### src/rtl/manchester_rx.sv
// Manchester receiver: syncs the line, locks onto preamble/SFD and writes decoded bytes (w_en 4 clocks after the byte's last mid-bit wire edge).
// No backpressure: full sampled in the write slot aborts the frame with err and drains the rest.
module manchester_rx #(
  parameter int         HALF_BIT    = 5,
  parameter int         MAX_BYTES   = 1518,
  parameter logic [7:0] SFD_PATTERN = 8'hAB
) (
  input  logic       clk,
  input  logic       rst,
  input  logic       Ethernet_In,
  input  logic       full,
  output logic [7:0] w_data,
  output logic       w_en,
  output logic       eop,
  output logic       err,
  output logic       busy
);
  localparam int             CW       = $clog2(3*HALF_BIT + 1);
  localparam logic [CW-1:0]  CNT_MAX  = CW'(3*HALF_BIT);
  localparam logic [CW-1:0]  ACC_LO   = CW'(2*HALF_BIT - 2);
  localparam logic [CW-1:0]  ACC_HI   = CW'(3*HALF_BIT - 1);
  localparam logic [10:0]    BYTE_MAX = 11'(MAX_BYTES);

  typedef enum logic [2:0] {IDLE, ACQ, HUNT, DATA, DRAIN} state_t;
  state_t state, state_nxt;

  logic          sync1, sync2, line_q;
  logic          edge_any, edge_rise, accept, timeout, anchor;
  logic [CW-1:0] cnt, cnt_nxt;
  logic [7:0]    hunt_sr, hunt_nxt, data_sr, data_nxt, w_data_nxt;
  logic [2:0]    bit_cnt, bit_nxt;
  logic [10:0]   byte_cnt, byte_nxt;
  logic          byte_rdy, byte_rdy_nxt, w_en_nxt, eop_nxt, err_nxt;

  // Synchronizer resets to the idle-high level so reset release is not seen as an edge.
  always_ff @(posedge clk or posedge rst) begin
    if (rst) begin
      sync1  <= 1'b1;
      sync2  <= 1'b1;
      line_q <= 1'b1;
    end else begin
      sync1  <= Ethernet_In;
      sync2  <= sync1;
      line_q <= sync2;
    end
  end

  assign edge_any  = sync2 ^ line_q;
  assign edge_rise = sync2 & ~line_q;
  assign accept    = edge_any && (cnt >= ACC_LO) && (cnt <= ACC_HI);
  // Fires on the clock where cnt would reach CNT_MAX; an edge at ACC_HI always anchors instead.
  assign timeout   = (cnt == ACC_HI) && !edge_any;
  assign cnt_nxt   = anchor ? '0 : ((cnt == CNT_MAX) ? cnt : cnt + 1'b1);
  assign busy      = (state != IDLE);

  always_comb begin
    state_nxt    = state;
    anchor       = 1'b0;
    hunt_nxt     = hunt_sr;
    data_nxt     = data_sr;
    bit_nxt      = bit_cnt;
    byte_nxt     = byte_cnt;
    byte_rdy_nxt = 1'b0;
    w_data_nxt   = w_data;
    w_en_nxt     = 1'b0;
    eop_nxt      = 1'b0;
    err_nxt      = 1'b0;
    unique case (state)
      IDLE: if (edge_any) begin
        anchor    = 1'b1;
        hunt_nxt  = '0;
        state_nxt = ACQ;
      end
      ACQ: if (edge_any && cnt != '0) begin
        anchor    = 1'b1;
        hunt_nxt  = {hunt_sr[6:0], edge_rise};
        state_nxt = HUNT;
      end else if (timeout) begin
        state_nxt = IDLE;
      end
      HUNT: if (accept) begin
        anchor   = 1'b1;
        hunt_nxt = {hunt_sr[6:0], edge_rise};
        if ({hunt_sr[6:0], edge_rise} == SFD_PATTERN) begin
          state_nxt = DATA;
          bit_nxt   = '0;
          byte_nxt  = '0;
        end
      end else if (timeout) begin
        state_nxt = IDLE;
      end
      DATA: if (byte_rdy) begin
        if (full || byte_cnt == BYTE_MAX) begin
          err_nxt   = 1'b1;
          state_nxt = DRAIN;
        end else begin
          w_en_nxt   = 1'b1;
          w_data_nxt = data_sr;
          byte_nxt   = byte_cnt + 11'd1;
        end
      end else if (accept) begin
        anchor       = 1'b1;
        data_nxt     = {data_sr[6:0], edge_rise};
        bit_nxt      = bit_cnt + 3'd1;
        byte_rdy_nxt = (bit_cnt == 3'd7);
      end else if (timeout) begin
        if (bit_cnt == 3'd0 && byte_cnt != '0) eop_nxt = 1'b1;
        else                                   err_nxt = 1'b1;
        state_nxt = IDLE;
      end
      DRAIN: if (edge_any) begin
        anchor = 1'b1;
      end else if (timeout) begin
        state_nxt = IDLE;
      end
      default: state_nxt = IDLE;
    endcase
  end

  always_ff @(posedge clk or posedge rst) begin
    if (rst) begin
      state    <= IDLE;
      cnt      <= '0;
      hunt_sr  <= '0;
      data_sr  <= '0;
      bit_cnt  <= '0;
      byte_cnt <= '0;
      byte_rdy <= 1'b0;
      w_data   <= '0;
      w_en     <= 1'b0;
      eop      <= 1'b0;
      err      <= 1'b0;
    end else begin
      state    <= state_nxt;
      cnt      <= cnt_nxt;
      hunt_sr  <= hunt_nxt;
      data_sr  <= data_nxt;
      bit_cnt  <= bit_nxt;
      byte_cnt <= byte_nxt;
      byte_rdy <= byte_rdy_nxt;
      w_data   <= w_data_nxt;
      w_en     <= w_en_nxt;
      eop      <= eop_nxt;
      err      <= err_nxt;
    end
  end
endmodule

### config.mk
export PLATFORM = sky130hd
export DESIGN_NAME = manchester_rx
export DESIGN_NICKNAME = d
export VERILOG_FILES = /design/src/rtl/manchester_rx.sv
export SDC_FILE = /design/constraint.sdc
export NUM_CORES = 1
export LEC_CHECK = 0
export CAP_MARGIN = 20
export CORE_AREA = 2 2 75 77
export CTS_BUF_LIST = sky130_fd_sc_hd__clkbuf_16
export DETAILED_ROUTE_END_ITERATION = 6
export DIE_AREA = 0 0 77 79
export PLACE_DENSITY = 0.78
export SLEW_MARGIN = 30
export SYNTH_ARGS = -nofsm -noshare
export SYNTH_HDL_FRONTEND = slang
export SYNTH_SLANG_ARGS = --single-unit
### constraint.sdc
create_clock -name clk -period 2.7 [get_ports clk]
set_clock_uncertainty 0.05 [all_clocks]
set_input_delay 0.405 -clock clk [delete_from_list [all_inputs] [get_ports clk]]
set_output_delay 0.405 -clock clk [all_outputs]
set_load 0.05 [all_outputs]
# After elaboration in Yosys (flattened, before gate mapping)

Cells that the tools add are included.

Flip-flop bits (word level): 51
Input port bits: 4
Output and inout port bits: 12
Logic and storage cells: 115

Add/subtract/negate cells: 3
Order comparisons: 2
Equal/unequal tests: 22
Multiplexer cells: 48
Bitwise gates (word level): 5
Reduce and logical (&&, ||, !) cells: 21

Operators by type and width:

| cell                                                | number |
|---|---|
| two-way mux 11 bit                                  | 4 |
| two-way mux 3 bit                                   | 13 |
| case mux 11 bit (2 select lines)                    | 1 |
| two-way mux 1 bit                                   | 21 |
| two-way mux 7 bit                                   | 3 |
| case mux 7 bit (3 select lines)                     | 1 |
| != test 2 bit, second input constant                | 10 |
| case mux 3 bit (5 select lines)                     | 1 |
| AND reduction 5 bit                                 | 3 |
| adder 11 x 1 -> 11 bit, second input constant       | 1 |
| equality test 11 bit, second input constant         | 1 |
| nonzero test 11 bit                                 | 1 |
| != test 3 bit, second input constant                | 3 |
| equality test 4 bit, second input constant          | 2 |
| equality test 8 bit, second input constant          | 1 |
| two-way mux 4 bit                                   | 2 |
| equality test 3 x 2 -> 1 bit, second input constant | 2 |
| equality test 3 bit, second input constant          | 2 |
| logical NOT 3 bit                                   | 2 |
| case mux 3 bit (2 select lines)                     | 1 |
| AND reduction 3 bit                                 | 2 |
| nonzero test 3 bit                                  | 2 |
| logical AND 1 bit                                   | 5 |
| adder 4 x 1 -> 4 bit, second input constant         | 1 |
| other kinds (14)                                    | 16 |

# Depth between registers and ports, before layout

Gate-level depths: netlist of run 1.

Word-level depth: 7
Mapped depth: 9
Depth with buffers taken out: 7

# Worst setup path after synthesis of run 1

OpenSTA, ideal clock, no wires.

Path type: register -> register
Start point: register line_q
End point: register state[0]
Setup time: 0.125 ns
Arrival time: 2.159 ns
Required time: 2.525 ns
Setup slack: 0.366 ns
Cell stages (with the launch flop): 9
Path buffers: 1
Period minus slack after synthesis: 2.334 ns
Cell sequence: dfstp_2 inv_1 ha_1 nand2b_4 nand2b_1 or3_1 buf_2 nand4b_1 mux2_2

Longest elaborated chain between the ends: 7
Elaborated cells on any way between the ends: 21
Classes of those cells: 5 x eq/ne; 7 x mux; 3 x bitwise; 6 x reduce/logical

Ends and longest elaborated chain:

| what                            | line | source |
|---|---|---|
| start: declaration              | 27   | `logic sync1, sync2, line_q;` |
| start signal: assignment        | 44   | `line_q <= sync2;` |
| XOR 1 bit                       | 48   | `assign edge_any = sync2 ^ line_q;` |
| logical NOT 1 bit               | 52   | `assign timeout = (cnt == ACC_HI) && !edge_any;` |
| logical AND 1 bit               | 52   |  |
| two-way mux 3 bit (3 in series) | n/a  |  |
| case mux 3 bit (5 select lines) | 68   | `unique case (state)` |
| end signal: assignment          | 134  | `state <= state_nxt;` |
| end: declaration                | 25   | `state_t state, state_nxt;` |

Parallel ways exist; a longest one is shown, timed or not. The select of a mux whose other input is x is not followed.
A chain may end at the register's enable or synchronous reset.

# Worst setup path in the final report of run 1

Start point: register state[2]
End point: output port busy

Longest elaborated chain between the ends: 1

Ends and longest elaborated chain:

| what               | line | source |
|---|---|---|
| nonzero test 3 bit | 54   | `assign busy = (state != IDLE);` |
| end: declaration   | 16   | `output logic busy` |

Every way passes these cells.

==> results.md, run 1 <==
- Outcome: finished clean
- Leak: 1.34 nW
- Unrepaired setup endpoints after global routing: no
- Fin cells: 355
- Synth area leader: dfrtp_1
- Crit. Startpoint: state[2]$_DFFE_PP0P_
- Later-pin clock latency in the skew report: 0.29 ns
- Fraction of registers with async set/reset: 1.00
- Worst Setup EP: busy
- Fin. max-slew vios: 0
- Nets: 295
- Syn. warnings: 0
- Initial antenna violation count: 0
- Final setup viols: 0
- Row cnt: 27
- Power Total: 2.45 mW
- R2R depth: 7
- Drt first-iter violations: 115
- R2R Path End: byte_cnt[5]$_DFFE_PP0P_
- Share of the synthesized area in the top cell type: 0.439
- Storage cell area: 1280 um^2
- Routed wire per std cell: 14.4 um
- Synth area leaders: dfrtp_1, nand2_1, ha_1, mux2_2, nor2_1
- Seq/Total Area, Yosys: 0.468
- Reg-to-reg slack, setup: 0.30 ns
- Endpoints failing hold: 0
- Synth Area in Compound Gates: 0.113
- WL final: 5120 um
- Worst-Margin Slew: 0.566 ns
- Initial Util: 0.513
- # IOs: 16
- Synth-to-layout area growth: 13.8%
- Number of post-CTS setup repair buffers: 0
- Worst-case clock buffer depth: 2
- Largest net degree at the start of global routing: 27
- Fill cell count: 492
- Startpoint type of the worst setup path: flip-flop
- Number of synthesized flops with an enable pin: 0
- HP Class: reg2reg
- Vias per cell: 5.45
- # hold bufs at CTS: 0
- DP Wirelength: 3680 um
- Critical path capture point type: output port
- Post-CTS sizing: 0
- CTS tree: yes
- Die ar.: 6080 um^2
- DR vias: 1936
- Critical Path AT: 1.99 ns
- IO Port Bufs: 15
- Placed Cells: 347
- Die outline height: 79 um
- Area of the mapped netlist: 2740 um^2
- Area of the multi-input gates: 1320 um^2
- Combinational family with the most area after synthesis: simple AND/OR/NAND/NOR gates
- Die X: 77 um
- Syn Area/Cell: 10.4 um^2
- Fin crit share: 0.905
- # DRC: 0
- CTS HTree Levels: 2
- Pre-CTS setup slack: 0.308 ns
- Peak VDD IR: 0.000455 V
- Final min period: 2.44 ns
- TNS Setup: 0 ns
- PwrDens: 786 nW/um^2
- CTS root buf: clkbuf_16
- Core Util, Final: 0.584
- Worst-path maximum fanout: 13
- Initial DRT Pass Iterations: 5
- WS Path Type: reg2out
- ANT cells: 0
- Max_cap viols: 0
- Max Clk Rate: 0.409 GHz
- Core area: 5340 um^2
- Synth Area in Adders: 0.0411
- Number of synthesized register bits: 51
- Clk pin slew, worst setup/hold paths: 0.07 ns
- Data required, critical path: 2.25 ns
- Total track usage: 0.184
- Routed Antenna Nets: 0
- First-pass GRT wire length: 8970 um
- Slew Limit Headroom: 0.622
- Total CTS buffers: 5
- Synth Instances: 264
- Origin of the critical flop-to-flop path: line_q$_DFF_PP1_
- Yosys cell types: 56
- Main synth FF type: dfrtp_1
- Total grt overflow: 0
- Placer Congestion: 0.875
- Syn Nets: 277
- Post-Synth XOR/XNOR Area: 0.0384
- Simple-Gate Fraction of Synth Area: 0.218
- Layout cells sized above 1: 0.148
- Worst setup margin: 0.258 ns
- Multiplexer share of the synthesized area: 0.0704
- # clock sinks: 51
- Vias in the first global route: 1881
[kinds of logic (layout without fill, tap and decap cells)]
logic type | after synthesis | in the layout
XOR/XNOR | 12 | 12
multiplexers | 18 | 18
AND/OR/NAND/NOR | 115 | 115
AO/OA/AOI/OAI | 31 | 31
flip-flops | 51 | 51
buffers and inverters | 28 | 47
adder cells (fa/ha/maj) | 9 | 9
[worst min path at each step]
| stage | startpoint | end | slack, ns | cells after the start |
|---|---|---|---|---|
| after CTS | sync1$_DFF_PP1_ | sync2$_DFF_PP1_ | 0.32 | 0 |
| after detailed placement | sync1$_DFF_PP1_ | sync2$_DFF_PP1_ | 0.31 | 0 |
| after global routing | sync2$_DFF_PP1_ | line_q$_DFF_PP1_ | 0.33 | 0 |
| after floorplan | sync1$_DFF_PP1_ | sync2$_DFF_PP1_ | 0.30 | 0 |
| final | sync2$_DFF_PP1_ | line_q$_DFF_PP1_ | 0.32 | 0 |
| after global placement | sync1$_DFF_PP1_ | sync2$_DFF_PP1_ | 0.31 | 0 |
[placed cells by master (no fill, tap or decap), types with 3 or more instances in the layout]
| cell type | count |
|---|---|
| dfrtp_1 | 48 |
| nand2_1 | 44 |
| nor2_1 | 23 |
| inv_1 | 16 |
| clkdlybuf4s50_1 | 15 |
| mux2_2 | 10 |
| nand3_1 | 9 |
| xnor2_1 | 9 |
| ha_1 | 9 |
| mux2i_1 | 8 |
| a211oi_1 | 7 |
| buf_4 | 6 |
| clkbuf_16 | 5 |
| nand4_1 | 4 |
| a21oi_1 | 4 |
| or3_1 | 4 |
| xor2_1 | 3 |
| nand2b_1 | 3 |
| a2111oi_4 | 3 |
| nor4_1 | 3 |
| dfstp_2 | 3 |
[state kept, by name, indices dropped and copies added (netlist names), 3 cells and up]
register	cells
byte_cnt	11
bit_cnt	3
state	3
data_sr	8
cnt	4
hunt_sr	7
w_data	8
[layout make-up]
type	instances	area share
clock inverters	3	0.00803
repair buffers	22	0.0690
multi-input cells	185	0.423
inverters	17	0.0205
well taps	72	0.0289
flip-flops and latches	51	0.411
clock buffers	5	0.0401
[synth_stat cells, types with 3 or more instances]
library cell / number
a2111oi_4: 3
a211oi_1: 7
a21oi_1: 4
clkbuf_1: 3
dfrtp_1: 48
dfstp_2: 3
ha_1: 9
inv_1: 17
mux2_2: 10
mux2i_1: 8
nand2_1: 44
nand2b_1: 3
nand3_1: 9
nand4_1: 4
nor2_1: 23
nor4_1: 3
or3_1: 4
xnor2_1: 9
xor2_1: 3
[critical path: stages, from the launching register on]
cell,delay [ns]
dfrtp_1,0.56
or3_1,0.43
clkdlybuf4s50_1,0.71
[where the power goes]
part | switching [mW] | internal (mW)
Combinational | 0.455 | 0.330
Sequential | 0.148 | 0.878
Clock | 0.290 | 0.350
Total | 0.892 | 1.56
[routing by layer]
metal	up-vias	share of wire	GRT usage
li1	949	-	-
met4	0	0.0084	0.0464
met1	937	0.49	0.251
met3	7	0.039	0.0477
met5	-	0	0
met2	43	0.46	0.296
[through the flow]
stage,instance area (um^2),hold WS (ns)
2_1_floorplan,2740,0.295
3_3_place_gp,2970,0.307
3_5_place_dp,2970,0.309
4_1_cts,3120,0.320
5_1_grt,3120,0.326
6_report,3120,0.320
No activity file was read; power rests on OpenSTA's default activity.
==> inputs of run 2 (changes only) <==
--- a/config.mk
+++ b/config.mk
@@ -8,6 +8,7 @@
 export CAP_MARGIN = 20
 export CORE_AREA = 2 2 75 77
 export CTS_BUF_LIST = sky130_fd_sc_hd__clkbuf_16
+export CTS_CLUSTER_SIZE = 28
 export DETAILED_ROUTE_END_ITERATION = 6
 export DIE_AREA = 0 0 77 79
 export PLACE_DENSITY = 0.78
==> results of run 2 <==
Same layout as run 1: the final DEF is identical, and so are final timing and power.
